File: src/rtl/pipe_hazard_ctrl_pkg.sv
// pipe_hazard_ctrl_pkg: shared CPU package for the hazard controller.
// Holds the hazard FSM state encoding, the forwarding select codes and
// the ALU2 MAC function code that the control unit also uses.
package pipe_hazard_ctrl_pkg;

    typedef enum logic [1:0] {
        RUN   = 2'd0,
        BUSY  = 2'd1,
        DRAIN = 2'd2
    } hz_state_t;

    localparam logic [1:0] FWD_RF  = 2'b00;
    localparam logic [1:0] FWD_WB  = 2'b01;
    localparam logic [1:0] FWD_MEM = 2'b10;

    localparam logic [2:0] MAC_FUNCT_CODE = 3'b110;

endpackage

File: src/rtl/pipe_hazard_ctrl_fwd_sel.sv
// fwd_sel: forwarding source selector for one execute-stage operand.
// Ports:
//   i_src        operand source register specifier
//   i_wreg_m     MEM-stage destination, i_regwrite_m its write enable
//   i_wreg_w     WB-stage destination,  i_regwrite_w its write enable
//   o_fwd        FWD_MEM / FWD_WB / FWD_RF; MEM wins, r0 never forwarded
module fwd_sel
    import pipe_hazard_ctrl_pkg::*;
#(
    parameter int REGISTER_SIZE = 6
) (
    input  logic [REGISTER_SIZE-1:0] i_src,
    input  logic [REGISTER_SIZE-1:0] i_wreg_m,
    input  logic                     i_regwrite_m,
    input  logic [REGISTER_SIZE-1:0] i_wreg_w,
    input  logic                     i_regwrite_w,
    output logic [1:0]               o_fwd
);

    logic w_hit_m;
    logic w_hit_w;

    assign w_hit_m = i_regwrite_m && (i_wreg_m != '0) && (i_wreg_m == i_src);
    assign w_hit_w = i_regwrite_w && (i_wreg_w != '0) && (i_wreg_w == i_src);

    always_comb begin
        o_fwd = FWD_RF;
        if (w_hit_m)
            o_fwd = FWD_MEM;
        else if (w_hit_w)
            o_fwd = FWD_WB;
    end

endmodule

File: src/rtl/pipe_hazard_ctrl.sv
// pipe_hazard_ctrl: hazard and sequencing controller for the NN CPU pipeline.
// Generates stall/flush controls around ID/EX and EX/MEM, load-use bubbles,
// multi-cycle ALU2 MAC front-end freeze, and per-operand forwarding selects.
// Ports:
//   CLK, RST_N                       clock, async active-low reset
//   RsD, RtD                         decode source specifiers
//   RsE, RtE, RcE                    execute source specifiers (A/B/C)
//   WriteRegE/M/W, RegWriteE/M/W     destination and write enable per stage
//   MemtoRegE                        execute instruction is a load
//   ALU2CntrlE                       execute ALU2 control
//   StallF, StallD, StallE           hold PC, IF/ID, ID/EX
//   FlushE, FlushM                   bubble into ID/EX, EX/MEM
//   ForwardAE/BE/CE                  operand source selects
//   MacDone                          MAC result leaves EX this cycle
//   StallCount                       saturating count of StallD cycles
//                                    (only with HAZARD_PERF_CNT_EN defined)
module pipe_hazard_ctrl
    import pipe_hazard_ctrl_pkg::*;
#(
    parameter int                        REGISTER_SIZE  = 6,
    parameter int                        ALU_FUNCT_BITS = 3,
    parameter logic [ALU_FUNCT_BITS-1:0] MAC_FUNCT      = ALU_FUNCT_BITS'(MAC_FUNCT_CODE),
    parameter int                        MAC_LATENCY    = 4
) (
    input  logic                      CLK,
    input  logic                      RST_N,
    input  logic [REGISTER_SIZE-1:0]  RsD,
    input  logic [REGISTER_SIZE-1:0]  RtD,
    input  logic [REGISTER_SIZE-1:0]  RsE,
    input  logic [REGISTER_SIZE-1:0]  RtE,
    input  logic [REGISTER_SIZE-1:0]  RcE,
    input  logic [REGISTER_SIZE-1:0]  WriteRegE,
    input  logic [REGISTER_SIZE-1:0]  WriteRegM,
    input  logic [REGISTER_SIZE-1:0]  WriteRegW,
    input  logic                      RegWriteE,
    input  logic                      RegWriteM,
    input  logic                      RegWriteW,
    input  logic                      MemtoRegE,
    input  logic [ALU_FUNCT_BITS-1:0] ALU2CntrlE,
    output logic                      StallF,
    output logic                      StallD,
    output logic                      StallE,
    output logic                      FlushE,
    output logic                      FlushM,
    output logic [1:0]                ForwardAE,
    output logic [1:0]                ForwardBE,
    output logic [1:0]                ForwardCE,
    output logic                      MacDone
`ifdef HAZARD_PERF_CNT_EN
    ,
    output logic [31:0]               StallCount
`endif
);

    hz_state_t  r_state;
    logic [3:0] r_cnt;

    logic w_mac;
    logic w_load_use;
    logic w_mac_stall;
    logic w_lu_bubble;

    assign w_mac      = (ALU2CntrlE == MAC_FUNCT);
    assign w_load_use = MemtoRegE && RegWriteE && (WriteRegE != '0) &&
                        ((WriteRegE == RsD) || (WriteRegE == RtD));

    // BUSY holds cnt+1 more cycles after the RUN trigger cycle, giving
    // MAC_LATENCY stall cycles in total before DRAIN.
    always_ff @(posedge CLK or negedge RST_N) begin
        if (!RST_N) begin
            r_state <= RUN;
            r_cnt   <= '0;
        end else begin
            case (r_state)
                RUN: begin
                    if (w_mac) begin
                        r_cnt   <= 4'(MAC_LATENCY - 2);
                        r_state <= BUSY;
                    end
                end
                BUSY: begin
                    if (r_cnt == '0)
                        r_state <= DRAIN;
                    else
                        r_cnt <= r_cnt - 4'd1;
                end
                DRAIN:   r_state <= RUN;
                default: r_state <= RUN;
            endcase
        end
    end

    // MAC stall covers the RUN trigger cycle and all of BUSY. A load-use
    // during a MAC stall is moot (front end already frozen), so it only
    // bubbles when no MAC stall is active, which also covers DRAIN.
    always_comb begin
        w_mac_stall = RST_N && ((r_state == BUSY) || ((r_state == RUN) && w_mac));
        w_lu_bubble = RST_N && w_load_use && !w_mac_stall;
        StallF      = w_mac_stall || w_lu_bubble;
        StallD      = w_mac_stall || w_lu_bubble;
        StallE      = w_mac_stall;
        FlushM      = w_mac_stall;
        FlushE      = w_lu_bubble;
        MacDone     = RST_N && (r_state == DRAIN);
    end

    fwd_sel #(.REGISTER_SIZE(REGISTER_SIZE)) u_fwd_a (
        .i_src        (RsE),
        .i_wreg_m     (WriteRegM),
        .i_regwrite_m (RegWriteM),
        .i_wreg_w     (WriteRegW),
        .i_regwrite_w (RegWriteW),
        .o_fwd        (ForwardAE)
    );

    fwd_sel #(.REGISTER_SIZE(REGISTER_SIZE)) u_fwd_b (
        .i_src        (RtE),
        .i_wreg_m     (WriteRegM),
        .i_regwrite_m (RegWriteM),
        .i_wreg_w     (WriteRegW),
        .i_regwrite_w (RegWriteW),
        .o_fwd        (ForwardBE)
    );

    fwd_sel #(.REGISTER_SIZE(REGISTER_SIZE)) u_fwd_c (
        .i_src        (RcE),
        .i_wreg_m     (WriteRegM),
        .i_regwrite_m (RegWriteM),
        .i_wreg_w     (WriteRegW),
        .i_regwrite_w (RegWriteW),
        .o_fwd        (ForwardCE)
    );

`ifdef HAZARD_PERF_CNT_EN
    logic [31:0] r_stall_count;

    always_ff @(posedge CLK or negedge RST_N) begin
        if (!RST_N)
            r_stall_count <= '0;
        else if (StallD && (r_stall_count != '1))
            r_stall_count <= r_stall_count + 32'd1;
    end

    assign StallCount = r_stall_count;
`endif

endmodule
File: config.mk
export PLATFORM = sky130hd
export DESIGN_NAME = pipe_hazard_ctrl
export DESIGN_NICKNAME = d
export VERILOG_FILES = /design/src/rtl/pipe_hazard_ctrl_pkg.sv /design/src/rtl/pipe_hazard_ctrl_fwd_sel.sv /design/src/rtl/pipe_hazard_ctrl.sv
export SDC_FILE = /design/constraint.sdc
export NUM_CORES = 1
export LEC_CHECK = 0
export CAP_MARGIN = 20
export CORE_UTILIZATION = 39
export CTS_CLUSTER_DIAMETER = 100
export DETAILED_ROUTE_END_ITERATION = 16
export DONT_BUFFER_PORTS = 1
export PLACE_DENSITY_LB_ADDON = 0.3
export SLEW_MARGIN = 5
export SYNTH_ARGS = -nofsm -noshare
export SYNTH_HDL_FRONTEND = slang
export SYNTH_HIERARCHICAL = 1
export SYNTH_SLANG_ARGS = --single-unit
File: constraint.sdc
create_clock -name CLK -period 2.4 [get_ports CLK]
set_input_delay 0.24 -clock CLK [delete_from_list [all_inputs] [get_ports CLK]]
set_output_delay 0.24 -clock CLK [all_outputs]
set_load 0.05 [all_outputs]
Word-level counts from Yosys, hierarchy flattened

Cells that the tools add are included.

Bits in registers: 6
Output and inout port bits: 12
Word-level logic and storage cells: 57

$add $sub $neg: 1
Eq/ne operators: 14
Multiplexer cells: 12
Reductions and logical operators: 28

Operators by type and width:

| operator                                                           | number |
|---|---|
| 6-bit == test                                                      | 8 |
| 6-bit nonzero test                                                 | 3 |
| 1-bit logical AND                                                  | 16 |
| 2-bit two-way mux                                                  | 5 |
| 4-bit two-way mux                                                  | 2 |
| 4-bit case mux with 2 select lines                                 | 1 |
| 2-bit != test, second input constant                               | 3 |
| 4-bit logical NOT                                                  | 1 |
| 2-bit case mux with 2 select lines                                 | 1 |
| 4-bit by 1-bit subtractor with 4-bit output, second input constant | 1 |
| 3-bit == test, second input constant                               | 1 |
| 1-bit logical OR                                                   | 3 |
| 1-bit two-way mux                                                  | 3 |
| 3-bit AND reduction                                                | 1 |
| 2-bit by 1-bit == test with 1-bit output, second input constant    | 1 |
| 2-bit == test, second input constant                               | 1 |
| 2-bit logical NOT                                                  | 1 |
| 2-bit AND reduction                                                | 1 |
| 2-bit nonzero test                                                 | 1 |
| 1-bit logical NOT                                                  | 1 |

Depth between registers and ports, before layout

Gate-level depths: netlist of the first run.

Depth after elaboration: 7
Mapped depth: 6
Gate-level depth less buffers: 6

Cells and area by module

Netlist of the first run, hierarchy kept.

By module, submodules not included:

| module           | instances | cells each | area an instance (µm²) | sequential area each (µm²) |
|---|---|---|---|---|
| pipe_hazard_ctrl | 1         | 56         | 523.0                  | 150.1 |
| fwd_sel          | 3         | 24         | 173.9                  | 0.0 |

Least setup slack after synthesis of the first run

Ideal clock, no wire load.

Path type: input port to output port
Start point: in WriteRegM[5]
End point: out ForwardAE[0]
Arrival time: 2.176 ns
Required time: 2.160 ns
Setup slack: -0.016 ns
Stages: 4
Buffers on the path: 0
Cells stage by stage: or4_1 o21bai_1 a2111oi_1 a211oi_1

Cells in the longest elaborated chain, start to end: 4
Elaborated cells on any way between the ends: 5

RTL lines:

| element               | line                           | source |
|---|---|---|
| start: declaration    | pipe_hazard_ctrl.sv:33         | `input logic [REGISTER_SIZE-1:0] WriteRegM,` |
| 6-bit nonzero test    | pipe_hazard_ctrl_fwd_sel.sv:23 | `assign w_hit_m = i_regwrite_m && (i_wreg_m != '0) && (i_wreg_m == i_src);` |
| 1-bit logical AND     | pipe_hazard_ctrl_fwd_sel.sv:23 |  |
| 1-bit logical AND (*) | pipe_hazard_ctrl_fwd_sel.sv:23 |  |
| via u_fwd_a.w_hit_m   | pipe_hazard_ctrl_fwd_sel.sv:20 | `logic w_hit_m;` |
| 2-bit two-way mux (*) | pipe_hazard_ctrl_fwd_sel.sv:28 | `if (w_hit_m)` |
| end: declaration      | pipe_hazard_ctrl.sv:45         | `output logic [1:0] ForwardAE,` |

Mark *: on every way through the listed nets, which the timed path passes. The rest lies on a longest branch.

Worst setup path after layout of the first run

Start point: reg r_state[0]
End point: out StallF

Cells in the longest elaborated chain, start to end: 7
Elaborated cells on any way between the ends: 8

RTL lines:

| element                  | line                   | source |
|---|---|---|
| start: declaration       | pipe_hazard_ctrl.sv:55 | `hz_state_t r_state;` |
| start signal: assignment | pipe_hazard_ctrl.sv:71 | `r_state <= RUN;` |
| start signal: assignment | pipe_hazard_ctrl.sv:78 | `r_state <= BUSY;` |
| start signal: assignment | pipe_hazard_ctrl.sv:83 | `r_state <= DRAIN;` |
| 2-bit logical NOT        | pipe_hazard_ctrl.sv:97 | `w_mac_stall = RST_N && ((r_state == BUSY) \|\| ((r_state == RUN) && w_mac));` |
| 1-bit logical AND        | pipe_hazard_ctrl.sv:97 |  |
| 1-bit logical OR (*)     | pipe_hazard_ctrl.sv:97 |  |
| 1-bit logical AND (*)    | pipe_hazard_ctrl.sv:97 |  |
| 1-bit logical NOT        | pipe_hazard_ctrl.sv:98 | `w_lu_bubble = RST_N && w_load_use && !w_mac_stall;` |
| 1-bit logical AND        | pipe_hazard_ctrl.sv:98 |  |
| 1-bit logical OR (*)     | pipe_hazard_ctrl.sv:99 | `StallF = w_mac_stall \|\| w_lu_bubble;` |
| end: declaration         | pipe_hazard_ctrl.sv:40 | `output logic StallF,` |

Every way passes the cells marked *; elsewhere a longest branch is shown, timed or not.

==> out/qor.yml, run 1 <==
path_class: "reg2out"
pwr-share-comb: 0.598
ir_drop_mv: 0.540
synth_seq_cells: 6
crit_required_ps: 2160
drive_gt1_frac: 0.203
fin_crit_sh: 0.802
antenna_found_initial: 0
clk_pin_slew_ps: 40
coreArea_mm2: 0.00250
hold_start: "ALU2CntrlE[0]"
first_iter_violations: 9
cts_num_sinks: 6
ant_nets: 0
syn-cell-area_mm2: 0.00104
dr.pass1.iters: 4
cts_resized: 0
syn-num-nets: 187
ys_seq_area_frac: 0.144
ctsHtreeMaxLevel: 1
ctsHoldBuffers: 1
syn_to_final_growth_pct: 16.6
grt_max_degree: 7
power_uw: 699
start_kind: "flip-flop"
synth_top_cell_by_area: "xor2_1"
post-route-drc-count: 0
wl_per_cell_um: 15.4
yosysUniqueCellTypes: 27
numPortBuffers: 0
synthTopCellsByCount: "29 x xor2_1, 15 x xnor2_1, 9 x nor2_1"
power.leakage_nw: 0.449
drv_cap: 0
clockBufferDepth: 2
min_path_type: "in2reg"
r2r-start: "r_cnt[0]"
path_cells: "nor4_4 -> o21a_1 -> o21bai_2 -> buf_12"
max_stage_delay_ps: 420
rows: 18
synth-edff-count: 0
worst_slew_pin_slew_ps: 395
switchingPower_uw: 309
synth_top_area_frac: 0.243
syn_avg_cell_area_um2: 8.16
finalNonFillerCells: 168
swShare: 0.442
clkPwrFrac: 0.133
synthTopCellsByArea: "xor2_1 24%, dfrtp_1 14%, xnor2_1 13%"
fin_crit_ps: 1920
slew_headroom: 0.736
synth_cells: 128
cts_tree: "done"
diodes: 0
grt_pass1_vias: 1029
status: "completed"
cp.arrival_ps: 1680
dp_hpwl_mm: 2.24
pwr-share-seq: 0.270
clock_latency_ps: 250
fin_setup_tns_ps: 0
hold_viol_final: 0
skew_ps: 4.57
wl_mm: 2.59
fmax_mhz: 520
dpl_worst_slack_ps: 694
powerDensity_mw_per_mm2: 574
finalMaxSlewViolations: 0
gr-total-overflow: 0
initial_utilization: 0.418
track_usage: 0.188
numPlacedInstances: 164
cts_buffers: 3
cp_top_family: "compound AO/OA/AOI/OAI gates"
gp_congestion: 0.806
post_cts_buffers: 0
cts_root_buf: "clkbuf_4"
p_int_uw: 391
synth.most_common_cell: "xor2_1"
cp_max_fo: 5
viasPerCell: 5.70
critPathCaptureType: "primary output"
whs_ps: 176
io_pins: 69
dieWidth_um: 53.8
slowest_stage: "dfrtp_1"
grt_pass1_wl_mm: 4.02
vias: 958
setup_ws_ps: 475
setup_viol: 0
final_core_util: 0.487
nNetsFinal: 199
place_area_mm2: 0.00119
rsz0062_at_grt: "no"
ys.flop_type: "dfrtp_1"
dieArea_mm2: 0.00289
ys_warn_count: 6
final_area_mm2: 0.00122
die_h_um: 53.8
startpoint: "r_state[0]"
critPathBufInv: 1
postSynth.asyncResetShare: 1.00
state kept, by name, indices dropped and copies added, names as in the netlist:
register and count:
r_cnt 4, r_state 2
per-layer routing:
| layer | track usage | vias up | part of all wire |
|---|---|---|---|
| li1 | - | 475 | - |
| met1 | 0.179 | 419 | 0.35 |
| met2 | 0.393 | 62 | 0.54 |
| met3 | 0.0395 | 2 | 0.10 |
| met4 | 0.0482 | 0 | 0.0070 |
| met5 | 0 | - | 0 |
placed cells by master, fill, tap and decap left out, types with 2 or more instances in the layout:
cell type  netlist  final
clkbuf_4         0      3
dfrtp_1          6      6
nand4_1          4      4
nor4_2           2      2
nor4_1           4      4
o21ai_0          8      8
xnor2_1         15     15
nand2_1          7      7
a2111oi_2        0      3
inv_1            5      5
o21bai_1         4      3
buf_12           0      2
nand3_1          6      6
xor2_1          29     29
buf_4            5      9
nor2_1           9      9
or4_1            6      6
ha_1             2      2
a211oi_2         0      3
worst reg2reg max path: cells and delay by family, from the launching register on:
family | cells | cell delay (ps)
adders and majority gates | 1 | 150
and+or+nand+nor | 3 | 570
DFF | 1 | 370
xor gates and xnor gates | 1 | 150
buffers and inverters | 1 | 140
power by group through the flow:
stage / sequential (mW) / combinational, mW / clock [mW]
2_1_floorplan: 0.181 / 0.331 / 0
4_1_cts: 0.190 / 0.422 / 0.0950
5_1_grt: 0.196 / 0.458 / 0.105
3_3_place_gp: 0.187 / 0.404 / 0
3_5_place_dp: 0.191 / 0.416 / 0
6_report: 0.189 / 0.418 / 0.0927
final cells by class:
cell class | instances | area (um^2)
sequential | 6 | 150
tap | 30 | 37.5
inverter | 5 | 18.8
fill | 236 | 1280
clock buffer | 3 | 22.5
multi-input combinational | 112 | 872
timing repair buffer | 12 | 118
logic make-up after synthesis:
logic type / Yosys count / synth area share
AND/OR/NAND/NOR: 45 / 0.269
XOR/XNOR: 44 / 0.369
AO/OA/AOI/OAI: 21 / 0.140
adder cells (fa/ha/maj): 2 / 0.0239
buffers and inverters: 10 / 0.0539
flip-flops: 6 / 0.144
worst paths after layout:
| path | to | slack, ps | cells past startpoint |
|---|---|---|---|
| worst max-delay path | StallF | 480 | 4 |
| worst min-delay path | r_cnt[3] | 180 | 2 |
| worst max register to register | r_cnt[3] | 880 | 6 |
| worst min register to register | r_state[1] | 540 | 1 |
| max in group asynchronous | r_state[0] | 1870 | 1 |
| min in group asynchronous | r_state[1] | 310 | 1 |
Note: power is estimated with default switching activity, not from simulation.
==> run 2: changes to the inputs <==
==> constraint.sdc (replaced) <==
create_clock -name CLK -period 1.6 [get_ports CLK]
set_input_delay 0.16 -clock CLK [delete_from_list [all_inputs] [get_ports CLK]]
set_output_delay 0.16 -clock CLK [all_outputs]
set_load 0.05 [all_outputs]
==> run 2 against run 1 <==
The flow now finishes with violations (setup timing); critical path type unchanged; sequential power grew 48%; setup slack lost 500 ps; utilization rose by 7.2 points.
==> out/qor.yml, run 2 (synthesis gave the netlist of run 1 again) <==
first_iter_violations: 17
mostFrequentLayoutCell: "xor2_1"
dieWidth_um: 53.8
track_usage: 0.194
vias: 1012
dr.pass1.iters: 4
dieArea_mm2: 0.00289
cp_max_fo: 3
setup_ws_ps: -24.0
worst_slew_pin_slew_ps: 417
drv_cap: 0
critPathCaptureType: "primary output"
crit_required_ps: 1440
fin_crit_sh: 1.01
powerDensity_mw_per_mm2: 835
grt_max_degree: 7
cp.arrival_ps: 1460
coreArea_mm2: 0.00250
gp_congestion: 0.879
path_class: "reg2out"
top_regs: "r_cnt x4, r_state x2"
regMostFlops: "r_cnt"
post-route-drc-count: 0
grt_pass1_wl_mm: 4.11
violations: "setup timing"
rows: 18
power_mw: 1.17
numPlacedInstances: 166
diodes: 0
min_path_type: "in2async"
startpoint: "r_state[1]"
slew_headroom: 0.722
wl_per_cell_um: 15.3
r2r-start: "r_cnt[1]"
ir_drop_mv: 0.908
finalMaxSlewViolations: 0
clockBufferDepth: 2
drive_gt1_frac: 0.269
cts_tree: "done"
largest_reg_flops: 4
layout_common_cells: "29 x xor2_1, 15 x xnor2_1, 12 x buf_4"
ctsHtreeMaxLevel: 1
gr-total-overflow: 0
fin_crit_ps: 1620
io_pins: 69
status: "complete, but fails checks"
cts_root_buf: "clkbuf_4"
final_core_util: 0.560
wl_mm: 2.68
skew_ps: 8.18
fmax_mhz: 616
ant_nets: 0
grt_pass1_vias: 1041
rsz0062_at_grt: "yes"
cts_num_sinks: 6
setup_viol: 5
die_h_um: 53.8
hold_viol_final: 0
viasPerCell: 5.78
cts_buffers: 3
syn_to_final_growth_pct: 33.9
power.leakage_nw: 0.504
initial_utilization: 0.418
start_kind: "flip-flop"
dp_hpwl_mm: 2.18
clk_pin_slew_ps: 50
finalNonFillerCells: 175
antenna_found_initial: 0
numPortBuffers: 0
clock_latency_ps: 250
nNetsFinal: 206
## run 2: where the power goes
group	leakage, nW	switching, mW	total [mW]	internal [mW]
Sequential	0.0755	0.0579	0.280	0.222
Clock	0.0138	0.0596	0.145	0.0852
Combinational	0.414	0.386	0.744	0.358
Total	0.504	0.503	1.17	0.665
## run 2: critical path, cell delays in order, from the launching register on
cell and delay (ps):
dfrtp_1 410, nor4_4 330, o21a_4 170, o21bai_4 140, buf_12 160
## run 2: timing repair
action,CTS,global route
buffers inserted,4,1
hold endpoints to repair,6,0
hold buffers,1,0
gates resized for setup,1,3
pin swaps,1,2
endpoints found under the setup margin,5,8
## run 2: final timing paths
kind | end | slack, ps | cells past startpoint
min | r_cnt[2] | 230 | 1
min reg2reg | r_cnt[3] | 550 | 2
max reg2reg | r_cnt[3] | 130 | 6
max in group asynchronous | r_cnt[3] | 1140 | 1
min in group CLK | r_cnt[2] | 450 | 5
max | StallF | -20 | 4
## run 2: final cells by class
| type | count | area, um^2 |
|---|---|---|
| Fill cell | 225 | 1100 |
| Multi-Input combinational cell | 112 | 958 |
| Timing Repair Buffer | 19 | 211 |
| Sequential cell | 6 | 150 |
| Tap cell | 30 | 37.5 |
| Clock buffer | 3 | 22.5 |
| Inverter | 5 | 18.8 |
## run 2: per-stage QoR
step	cell area (um^2)	hold WS, ps	TNS, ps	worst slack, ps
floorplan	1120	-136	-263	-132
CTS	1380	229	-3.88	-2.00
finish	1400	227	-52.8	-24.0
detailed placement	1310	-135	0	26.6
global placement	1310	-135	0	38.9
global route	1400	257	-424	-100
## run 2: routing by layer
| layer | global-route usage | vias up | routed length [um] |
|---|---|---|---|
| li1 | - | 484 | - |
| met1 | 0.213 | 470 | 1040 |
| met2 | 0.368 | 54 | 1370 |
| met3 | 0.0311 | 4 | 236 |
| met4 | 0.0658 | 0 | 23 |
| met5 | 0 | - | 0 |
==> run 3: changes to the inputs <==
--- a/config.mk
+++ b/config.mk
@@ -5,6 +5,7 @@
 export SDC_FILE = /design/constraint.sdc
 export NUM_CORES = 1
 export LEC_CHECK = 0
+export ABC_AREA = 1
 export CAP_MARGIN = 20
 export CORE_UTILIZATION = 39
 export CTS_CLUSTER_DIAMETER = 100
==> run 3 against run 2 <==
The run now ends clean; combinational power fell by 2%; global-route usage shrank 2.2 points; cell area increased by 19%; hold slack got worse by 53 ps; clock skew shrank 7.7 ps; non-clock buffer count shrank 9; first-iteration DRC count increased to 2.9 times the previous value; critical path depth is 1 higher; synthesized cell count grew to 2.5 times the previous value; critical endpoint unchanged; highest routed layer is now met3.
==> out/qor.yml, run 3 <==
wl_met1_mm: 1.50
post_cts_buffers: 0
pwr-share-seq: 0.212
finalMaxSlewViolations: 0
powerDensity_mw_per_mm2: 729
yosysUniqueCellTypes: 22
dieArea_mm2: 0.00411
power.leakage_nw: 1.09
syn-num-nets: 380
post-route-drc-count: 0
skew_ps: 0.466
top_layer: "met3"
max_stage_delay_ps: 400
dpl_worst_slack_ps: 233
cp.arrival_ps: 1380
ys_seq_area_frac: 0.0998
track_usage: 0.172
ir_drop_mv: 0.288
path_cells: "nor2_2 -> nand4_4 -> a21oi_4 -> inv_2 -> nand2_8"
synth_seq_cells: 6
cts_num_sinks: 6
path_class: "reg2out"
grt_pass1_vias: 1465
cp_max_fo: 4
gr-total-overflow: 0
grt_pass1_wl_mm: 5.72
dr.pass1.iters: 4
setup_ws_ps: 56.6
viasPerCell: 4.56
syn-cell-area_mm2: 0.00151
ys.flop_type: "dfrtp_1"
rsz0062_at_grt: "no"
nNetsFinal: 390
rows: 22
clk_pin_slew_ps: 40
hold_viol_final: 0
wl_mm: 3.57
synth.most_common_cell: "nand2_1"
hold_depth: 2
first_iter_violations: 50
status: "completed"
synth-edff-count: 0
fin_crit_sh: 0.965
holdPathEnd: "r_state[0]"
ctsHtreeMaxLevel: 1
whs_ps: 173
wl_met3_um: 396
diodes: 0
syn_avg_cell_area_um2: 4.69
ant_nets: 0
syn_to_final_growth_pct: 10.7
postSynth.asyncResetShare: 1.00
initial_utilization: 0.408
die_h_um: 64.1
cp_top_family: "simple AND/OR/NAND/NOR gates"
synth_cells: 321
synthTopCellsByArea: "nand2_1 33%, inv_1 15%, nor2_1 12%"
clkPwrFrac: 0.186
vias: 1719
mostFrequentLayoutCell: "nand2_1"
wl_per_cell_um: 9.46
numPortBuffers: 0
hold_start: "ALU2CntrlE[2]"
switchingPower_uw: 588
slowest_stage: "dfrtp_1"
critPathBufInv: 1
dieWidth_um: 64.1
reg2reg_depth: 7
setup_viol: 0
min_path_type: "in2reg"
synth_top_area_frac: 0.329
dp_hpwl_mm: 3.01
largest_reg_flops: 4
r2r-start: "r_cnt[0]"
critPathCaptureType: "primary output"
clockBufferDepth: 2
io_pins: 69
regMostFlops: "r_cnt"
drv_cap: 0
crit_required_ps: 1440
layout_common_cells: "131 x nand2_1, 60 x inv_1, 48 x nor2_1"
r2r_end: "r_cnt[1]"
cts_root_buf: "clkbuf_8"
cts_tree: "done"
p_int_uw: 627
swShare: 0.484
cts_buffers: 3
pwr-share-comb: 0.603
drive_gt1_frac: 0.149
fin_crit_ps: 1540
top_regs: "r_cnt x4, r_state x2"
slew_headroom: 0.804
r2r_slack_ps: 400
power_mw: 1.21
gp_congestion: 0.803
grt_max_degree: 10
synth_top_cell_by_area: "nand2_1"
coreArea_mm2: 0.00369
ys_warn_count: 6
wl_met2_mm: 1.67
antenna_found_initial: 0
synthTopCellsByCount: "132 x nand2_1, 60 x inv_1, 48 x nor2_1"
worst_slew_pin_slew_ps: 294
clock_latency_ps: 220
fmax_mhz: 648
start_kind: "flip-flop"
[run 3: changes by cell type in the layout (fill, tap and decap cells not counted), moves of 5 or more]
cell and delta:
buf_12 -5, inv_1 +55, inv_2 +16, nand2_1 +124, nand3_1 +10, nor2_1 +39, nor2_2 +10, or4_1 -6
xnor2_1 -15, xor2_1 -29
[run 3: power by group through the flow]
stage | Combinational (mW) | Clock, mW | Sequential (mW)
6_report | 0.732 | 0.226 | 0.257
3_5_place_dp | 0.723 | 0 | 0.260
4_1_cts | 0.737 | 0.228 | 0.258
3_3_place_gp | 0.710 | 0 | 0.256
5_1_grt | 0.812 | 0.241 | 0.268
2_1_floorplan | 0.670 | 0 | 0.252
[run 3: how the worst max path moves through the flow]
stage,start,end,slack (ps),cells past startpoint
final,r_state[0],StallF,60,5
after global routing,r_state[0],StallD,6,5
after CTS,r_state[0],StallF,50,5
after detailed placement,r_state[0],StallE,230,4
after global placement,r_state[0],FlushM,250,4
after floorplan,r_state[0],MacDone,-60,1
[run 3: routing by layer]
metal,global-route usage,vias up
met5,0,-
met4,0.00833,0
met3,0.0571,0
met2,0.327,59
met1,0.193,713
li1,-,947
[run 3: logic make-up after synthesis]
kind of cell	after synthesis	share of synthesized area
buffers and inverters	82	0.219
flip-flops	6	0.0997
AO/OA/AOI/OAI	17	0.0707
AND/OR/NAND/NOR	214	0.594
adder cells (fa/ha/maj)	2	0.0166
[run 3: stage by stage]
step	utilization	std cells	cell area, um^2	TNS (ps)
2_1_floorplan	-	321	1530	-105
3_3_place_gp	0.437	373	1610	0
3_5_place_dp	0.437	373	1610	0
4_1_cts	0.452	377	1670	0
5_1_grt	0.452	377	1670	0
6_report	0.452	377	1670	0
[run 3: layout make-up]
class                   count  area, um^2
inverters                  77         292
clock buffers               3        41.3
flip-flops and latches      6         150
repair buffers             10        81.3
well taps                  48        60.1
multi-input cells         233        1040
fillers                   443        2020
[run 3: what timing repair did]
item | in CTS | in global routing
endpoints found under the hold margin | 6 | 0
setup endpoints to repair | 2 | 0
hold buffers | 1 | 0
gates resized for setup | 1 | 0
